## src/rtl/pipe_ctrl.sv

```systemverilog
// pipe_ctrl: arbitrates the single memory-controller port between instruction
// fetch and the MEM stage, builds the per-stage stall vector, and drives the
// IF/ID and ID/EX discard controls. A taken branch seen while a fetch is in
// flight is remembered so that the stale fetch data is dropped on completion.
module pipe_ctrl (
   input  logic       clk,
   input  logic       rst,              // active-low, asynchronous
   input  logic       if_req,
   input  logic       mem_req,
   input  logic       mc_done,
   input  logic       id_load_use,
   input  logic       ex_branch_taken,
   output logic       if_gnt,
   output logic       mem_gnt,
   output logic       mc_start,
   output logic       if_drop,
   output logic [5:0] stall,
   output logic       IFID_discard_o,
   output logic       IDEX_discard_o
);

   typedef enum logic [1:0] {
      IDLE     = 2'd0,
      IF_BUSY  = 2'd1,
      MEM_BUSY = 2'd2
   } state_t;

   // stall encodings, bit0 = pc ... bit5 = WB
   localparam logic [5:0] STALL_MEM = 6'b011111;
   localparam logic [5:0] STALL_LU  = 6'b000111;
   localparam logic [5:0] STALL_IF  = 6'b000011;

   state_t state_q, state_d;
   logic   br_pending_q, br_pending_d;
   logic   mc_start_q, mc_start_d;

   logic in_if, in_mem;
   logic if_done, mem_done;
   logic mem_wait, if_wait;

   assign in_if    = (state_q == IF_BUSY);
   assign in_mem   = (state_q == MEM_BUSY);
   assign if_done  = in_if & mc_done;
   assign mem_done = in_mem & mc_done;

   // A stage stops waiting in the very cycle its transaction completes.
   assign mem_wait = mem_req & ~mem_done;
   assign if_wait  = if_req & ~if_done;

   // Next-state: MEM wins in IDLE (older instruction); every grant returns to
   // IDLE for at least one cycle, so mc_start is simply "entering BUSY".
   always_comb begin
      state_d    = state_q;
      mc_start_d = 1'b0;
      case (state_q)
         IDLE: begin
            if (mem_req) begin
               state_d    = MEM_BUSY;
               mc_start_d = 1'b1;
            end else if (if_req) begin
               state_d    = IF_BUSY;
               mc_start_d = 1'b1;
            end
         end
         IF_BUSY, MEM_BUSY: begin
            if (mc_done) state_d = IDLE;
         end
         default: state_d = IDLE;
      endcase
   end

   // Branch-pending flag: a redirect accepted mid-fetch marks the in-flight
   // fetch as stale; cleared when that fetch completes. A redirect in the
   // completion cycle itself is handled directly by if_drop.
   always_comb begin
      br_pending_d = br_pending_q;
      if (if_done)
         br_pending_d = 1'b0;
      else if (~mem_wait & ex_branch_taken & in_if)
         br_pending_d = 1'b1;
   end

   // State registers
   always_ff @(posedge clk or negedge rst) begin
      if (!rst) begin
         state_q      <= IDLE;
         br_pending_q <= 1'b0;
         mc_start_q   <= 1'b0;
      end else begin
         state_q      <= state_d;
         br_pending_q <= br_pending_d;
         mc_start_q   <= mc_start_d;
      end
   end

   // Stall vector and discards; a MEM stall freezes EX, so a branch seen
   // under it is ignored until EX re-presents it.
   always_comb begin
      stall = 6'b000000;
      if (mem_wait)
         stall = STALL_MEM;
      else if (id_load_use)
         stall = STALL_LU;
      else if (if_wait)
         stall = STALL_IF;
   end

   assign IDEX_discard_o = ~mem_wait & (id_load_use | ex_branch_taken);
   assign IFID_discard_o = ~mem_wait & ex_branch_taken;

   assign if_gnt   = in_if;
   assign mem_gnt  = in_mem;
   assign mc_start = mc_start_q;
   assign if_drop  = if_done & (br_pending_q | ex_branch_taken);

endmodule

```

## config.mk

```make
export PLATFORM = sky130hd
export DESIGN_NAME = pipe_ctrl
export DESIGN_NICKNAME = d
export VERILOG_FILES = /design/src/rtl/pipe_ctrl.sv
export SDC_FILE = /design/constraint.sdc
export NUM_CORES = 1
export LEC_CHECK = 0
export ABC_AREA = 0
export BUFFER_PORTS_ARGS = -buffer_cell sky130_fd_sc_hd__buf_2
export CORE_AREA = 2 2 39 41
export CTS_BUF_LIST = sky130_fd_sc_hd__clkbuf_8
export CTS_CLUSTER_DIAMETER = 60
export DETAILED_ROUTE_END_ITERATION = 10
export DIE_AREA = 0 0 41 43
export SYNTH_ARGS = -nofsm -noshare
export SYNTH_HDL_FRONTEND = slang
export SYNTH_SLANG_ARGS = --single-unit
```

## constraint.sdc

```tcl
create_clock -name clk -period 1.75 [get_ports clk]
set_input_delay 0.0875 -clock clk [delete_from_list [all_inputs] [get_ports clk]]
set_output_delay 0.0875 -clock clk [all_outputs]
set_load 0.03 [all_outputs]
```

==> flow_summary.ini, run 1 <==
[status]
outcome = finished clean

[synth]
yosysWarnings = 0
yosysSeqAreaShare_pct = 33.1
syn_nets = 45
syn_inst = 35
ys_ff_latch = 4
syn-cell-area_um2 = 303
syn_area_per_cell_um2 = 8.65
synth.distinct_cells = 16

[sta]
finalMaxSlewViolations = 0
fin_skew_ps = 0.933
setup_viol = 0
min_period_ps = 1610
finalHoldViolCount = 0
setup_tns_ps = 0
finalCritPeriodShare_pct = 91.9
rsz0062_at_grt = no
max_freq_mhz = 622

[power_and_ir_drop]
p_sw_mw = 0.300
power_frac_comb_pct = 50.9
power_frac_seq_pct = 22.3
vdd_drop_max_mv = 0.459
p_leak_nw = 0.232
design_power_total_mw = 0.702
clock_power_share_pct = 26.7
switching_share_pct = 42.8
power.density_nw_per_um2 = 1630
p_int_mw = 0.402

[detailed_routing]
routed_wirelength_um = 620
first_pass_iters = 2
vias_per_cell = 4.16
dr_total_vias = 283
wl_met3_um = 75
routed-wl-met2_um = 279
drtAntennaViolNets = 0
top_layer_used = met3
wl_per_cell_um = 9.12
drt-initial-drc-count = 1
drc = 0
drt-met1-wl_um = 265

[finish]
diodes = 0
multi_input_area_um2 = 160
area_growth_pct = 42.6
nets = 64
regArea_um2 = 100
post_route_cells_drive_above_1_share_pct = 46.2
nFillCells = 161

[grt]
grt_max_degree = 6
grt_pass1_wl_um = 821
grt.total_usage_pct = 7.57
grt_pass1_vias = 236
overflow = 0
antenna_found_initial = 0

[setup_path]
crit_required_ps = 1660
rrSetupSlack_ps = 500
startpoint_type = flop
critPathKind = flop to output pin
cp_max_fo = 5
cp-end-kind = output pin
arrival_ps = 1520

[floorplanning]
die_w_um = 41
coreArea_um2 = 1380
initial_core_util_pct = 21.9
boundaryPins = 19
design.die.area_um2 = 1760
rows = 14
fp.dieH_um = 43

[place]
dp_hpwl_um = 537
gp_congestion = 0.665
port_buffers = 17

[clock_network]
clkLatencyLatePin_ps = 210
numClockSinks = 4
post-cts-setup-buffers = 0
cts_resized = 0
htreeDepth = 1
clockBufferDepth = 2
cts_buffers = 3
cts_tree = yes
clk_root_buffer_cell = clkbuf_8
clk_pin_slew_ps = 30
cts_hold_buf = 1

[job]
maxCapViolCount = 0

[hold_path]
hp-class = input port to flop
-- power by group through the flow --
stage	logic, mW	registers [mW]	clock network [mW]
CTS	0.364	0.157	0.196
finish	0.358	0.157	0.188
global route	0.396	0.160	0.203
floorplan	0.269	0.177	0
global placement	0.355	0.158	0
detailed placement	0.362	0.158	0
-- cell families (layout without fill, tap and decap cells) --
kind of cell               Yosys count  after routing  share of synthesized area, %
and+or+nand+nor                     11             11                          17.8
AOI/OAI and AO/OA                    8              8                          20.7
buffers and inverters                8             25                          14.9
DFF                                  4              4                          33.1
adders and majority gates            3              3                          12.4
other                                1              1                          1.24
-- flip-flops by register name, indices dropped and copies added (netlist names) --
| name | flops |
|---|---|
| br_pending_q | 1 |
| mc_start | 1 |
| state_q | 2 |
-- worst max-delay path: stages (launching register included) --
cell      delay, ps
dfrtp_1         380
inv_1            90
ha_2            210
a21boi_4         70
or2_4           230
a21o_1          160
buf_2           170
-- cells in the mapped netlist --
cell type / number / share of area [%]
nor2_1: 6 / 7.4
buf_4: 4 / 9.9
dfrtp_1: 4 / 33
inv_1: 4 / 5.0
a21oi_1: 3 / 5.0
ha_1: 3 / 12
nand2_1: 2 / 2.5
a21boi_4: 1 / 6.2
a21o_1: 1 / 2.5
a31oi_1: 1 / 2.1
a32o_1: 1 / 3.3
and2b_2: 1 / 2.9
conb_1: 1 / 1.2
nand2b_1: 1 / 2.1
o21ai_1: 1 / 1.7
or2_4: 1 / 2.9
-- final cells by class --
| class | instances | share of cell area (%) |
|---|---|---|
| multi-input cells | 23 | 37.1 |
| clock buffers | 3 | 9.57 |
| inverters | 4 | 3.48 |
| repair buffers | 18 | 22.0 |
| well taps | 16 | 4.64 |
| flip-flops and latches | 4 | 23.2 |
-- layout by cell type (no fill, tap or decap), drive strengths merged --
| master | count |
|---|---|
| and2b | 1 |
| buf | 17 |
| a21o | 1 |
| a21oi | 3 |
| conb | 1 |
| nand2b | 1 |
| o21ai | 1 |
| dfrtp | 4 |
| dlygate4sd3 | 1 |
| clkbuf | 3 |
| a32o | 1 |
| nor2 | 6 |
| or2 | 1 |
| inv | 4 |
| a31oi | 1 |
| ha | 3 |
| a21boi | 1 |
| nand2 | 2 |
-- worst paths after layout --
| kind | from | to | cells after the start |
|---|---|---|---|
| max in group asynchronous | rst | br_pending_q | 2 |
| worst max-delay path | state_q[0] | stall[0] | 6 |
| worst min-delay path | mc_done | br_pending_q | 2 |
| worst min register to register | state_q[1] | state_q[1] | 1 |
| worst max register to register | state_q[0] | state_q[1] | 5 |
| min in group asynchronous | rst | state_q[1] | 2 |
-- metrics by stage --
step                      area, um^2  utilization (%)  setup slack, ps  hold slack (ps)  cells
after floorplan                  305                -             57.0             -208     35
after global placement           380             27.5              374             -105     64
after detailed placement         380             27.5              356             -106     64
after CTS                        432             31.2              125              142     68
after global routing             432             31.2             65.3              143     68
final                            432             31.2              142              140     68
-- routing by layer --
layer | up-vias | GRT usage, %
met2 | 15 | 10.9
met5 | - | 0
li1 | 141 | -
met3 | 0 | 3.14
met4 | 0 | 8.00
met1 | 127 | 7.19
Note: power is estimated with default switching activity, not from simulation.
==> run 2, diff against run 1 <==
==> constraint.sdc (replaced) <==
create_clock -name clk -period 2.04 [get_ports clk]
set_input_delay 0.102 -clock clk [delete_from_list [all_inputs] [get_ports clk]]
set_output_delay 0.102 -clock clk [all_outputs]
set_load 0.03 [all_outputs]
==> run 2 against run 1 <==
Sequential cell count is the same; final cell count stayed put; hold slack better by 18 ps; total power is 14% lower; critical path type unchanged; largest cell class unchanged; largest power group unchanged.
==> flow_summary.ini, run 2 (synthesis results as in run 1) <==
[status]
outcome = finished clean

[sta]
setup_tns_ps = 0
finalCritPeriodShare_pct = 80.8
setup_viol = 0
fin_skew_ps = 4.35
min_period_ps = 1650
finalMaxSlewViolations = 0
rsz0062_at_grt = no
max_freq_mhz = 607
hold_ws_ps = 158
finalHoldViolCount = 0

[grt]
met3_usage_pct = 4.71
grt_pass1_wl_um = 1100
top_usage_layer = met2
grt.total_usage_pct = 9.49
antenna_found_initial = 0
use_met2_pct = 17.2
grt_pass1_vias = 280
grt_max_degree = 6
overflow = 0
grt_util_met1_pct = 7.84

[power_and_ir_drop]
p_sw_mw = 0.260
power_frac_comb_pct = 50.8
vdd_drop_max_mv = 0.435
design_power_total_mw = 0.603
power_frac_seq_pct = 22.4
p_leak_nw = 0.234
power.density_nw_per_um2 = 1400
switching_share_pct = 43.1
p_int_mw = 0.343
clock_power_share_pct = 26.7

[finish]
largest_reg_flops = 2
nets = 64
diodes = 0
largest_register = state_q
post_route_cells_drive_above_1_share_pct = 44.2
area_growth_pct = 41.7
layout_common_cells = buf_2, nor2_1, inv_1, dfrtp_1
mostFrequentLayoutCell = buf_2
utilization_pct = 31.0
stdcell_count = 68

[setup_path]
slowest_delay_ps = 390
arrival_ps = 1550
crit_required_ps = 1940
ff2ff_path_depth = 5
cp_slowest_cell = dfrtp_1
cp_num_buf_inv = 2
cp_max_fo = 5
critPathKind = flop to output pin
path_depth = 6
critical-path-top-delay-family = flip-flops
cp_cell_sequence = inv_1 > ha_1 > a21boi_4 > or2_4 > a21o_1 > buf_2
cp-end-kind = output pin
startpoint_type = flop

[clock_network]
cts_hold_buf = 1
htreeDepth = 1
numClockSinks = 4
clkLatencyLatePin_ps = 210
clk_root_buffer_cell = clkbuf_8
clockBufferDepth = 2
clk_pin_slew_ps = 30
post-cts-setup-buffers = 0
cts_buffers = 3
cts_tree = yes
cts_resized = 0

[floorplanning]
rows = 14
die_w_um = 41
design.die.area_um2 = 1760
initial_core_util_pct = 21.9
fp.dieH_um = 43
boundaryPins = 19
coreArea_um2 = 1380

[detailed_routing]
drt-initial-drc-count = 4
first_pass_iters = 4
vias_per_cell = 4.26
drc = 0
wl_per_cell_um = 10.0
dr_total_vias = 290
drtAntennaViolNets = 0
routed_wirelength_um = 681

[place]
dp.cells = 64
dp_hpwl_um = 563
port_buffers = 17
gp_congestion = 0.694

[hold_path]
holdPathStages = 2
hp-class = input port to flop

[job]
maxCapViolCount = 0
-- run 2: cell counts in the layout (fill, tap and decap cells not counted) --
No cell type changed its count.
-- run 2: final cells by class --
class                      instances  area, um^2
tap                               16        20.0
clock buffer                       3        41.3
sequential                         4         100
fill                             158         955
timing repair buffer              18        95.1
multi-input combinational         23         158
inverter                           4        15.0
-- run 2: worst paths after layout --
path	startpoint	to	slack [ps]
worst max-delay path	state_q[0]	stall[1]	390
worst min-delay path	mc_done	br_pending_q	160
worst max register to register	state_q[0]	state_q[1]	770
worst min register to register	br_pending_q	br_pending_q	540
max in group asynchronous	rst	state_q[0]	1670
min in group asynchronous	rst	br_pending_q	240
-- run 2: stage by stage --
step	worst slack [ps]	cell area, um^2
3_5_place_dp	602	378
4_1_cts	377	429
5_1_grt	298	429
2_1_floorplan	224	303
6_report	392	429
3_3_place_gp	644	378
-- run 2: worst register-to-register path, stage by stage, from the launching register on --
cell and delay [ps]:
dfrtp_1 360, inv_1 70, ha_1 290, nand2b_1 130
o21ai_1 90, a32o_1 210
-- run 2: per-layer routing --
layer | vias up | wire length [um] | share of wire [%]
met3 | 0 | 82 | 12
met1 | 131 | 247 | 36
met4 | 0 | 0 | 0
met5 | - | 0 | 0
li1 | 142 | - | -
met2 | 17 | 351 | 52
-- run 2: power groups by stage --
stage	clock network, mW	registers [mW]	logic [mW]
floorplan	0	0.152	0.227
global placement	0	0.134	0.302
detailed placement	0	0.136	0.310
CTS	0.162	0.136	0.311
global route	0.175	0.141	0.340
finish	0.161	0.135	0.307
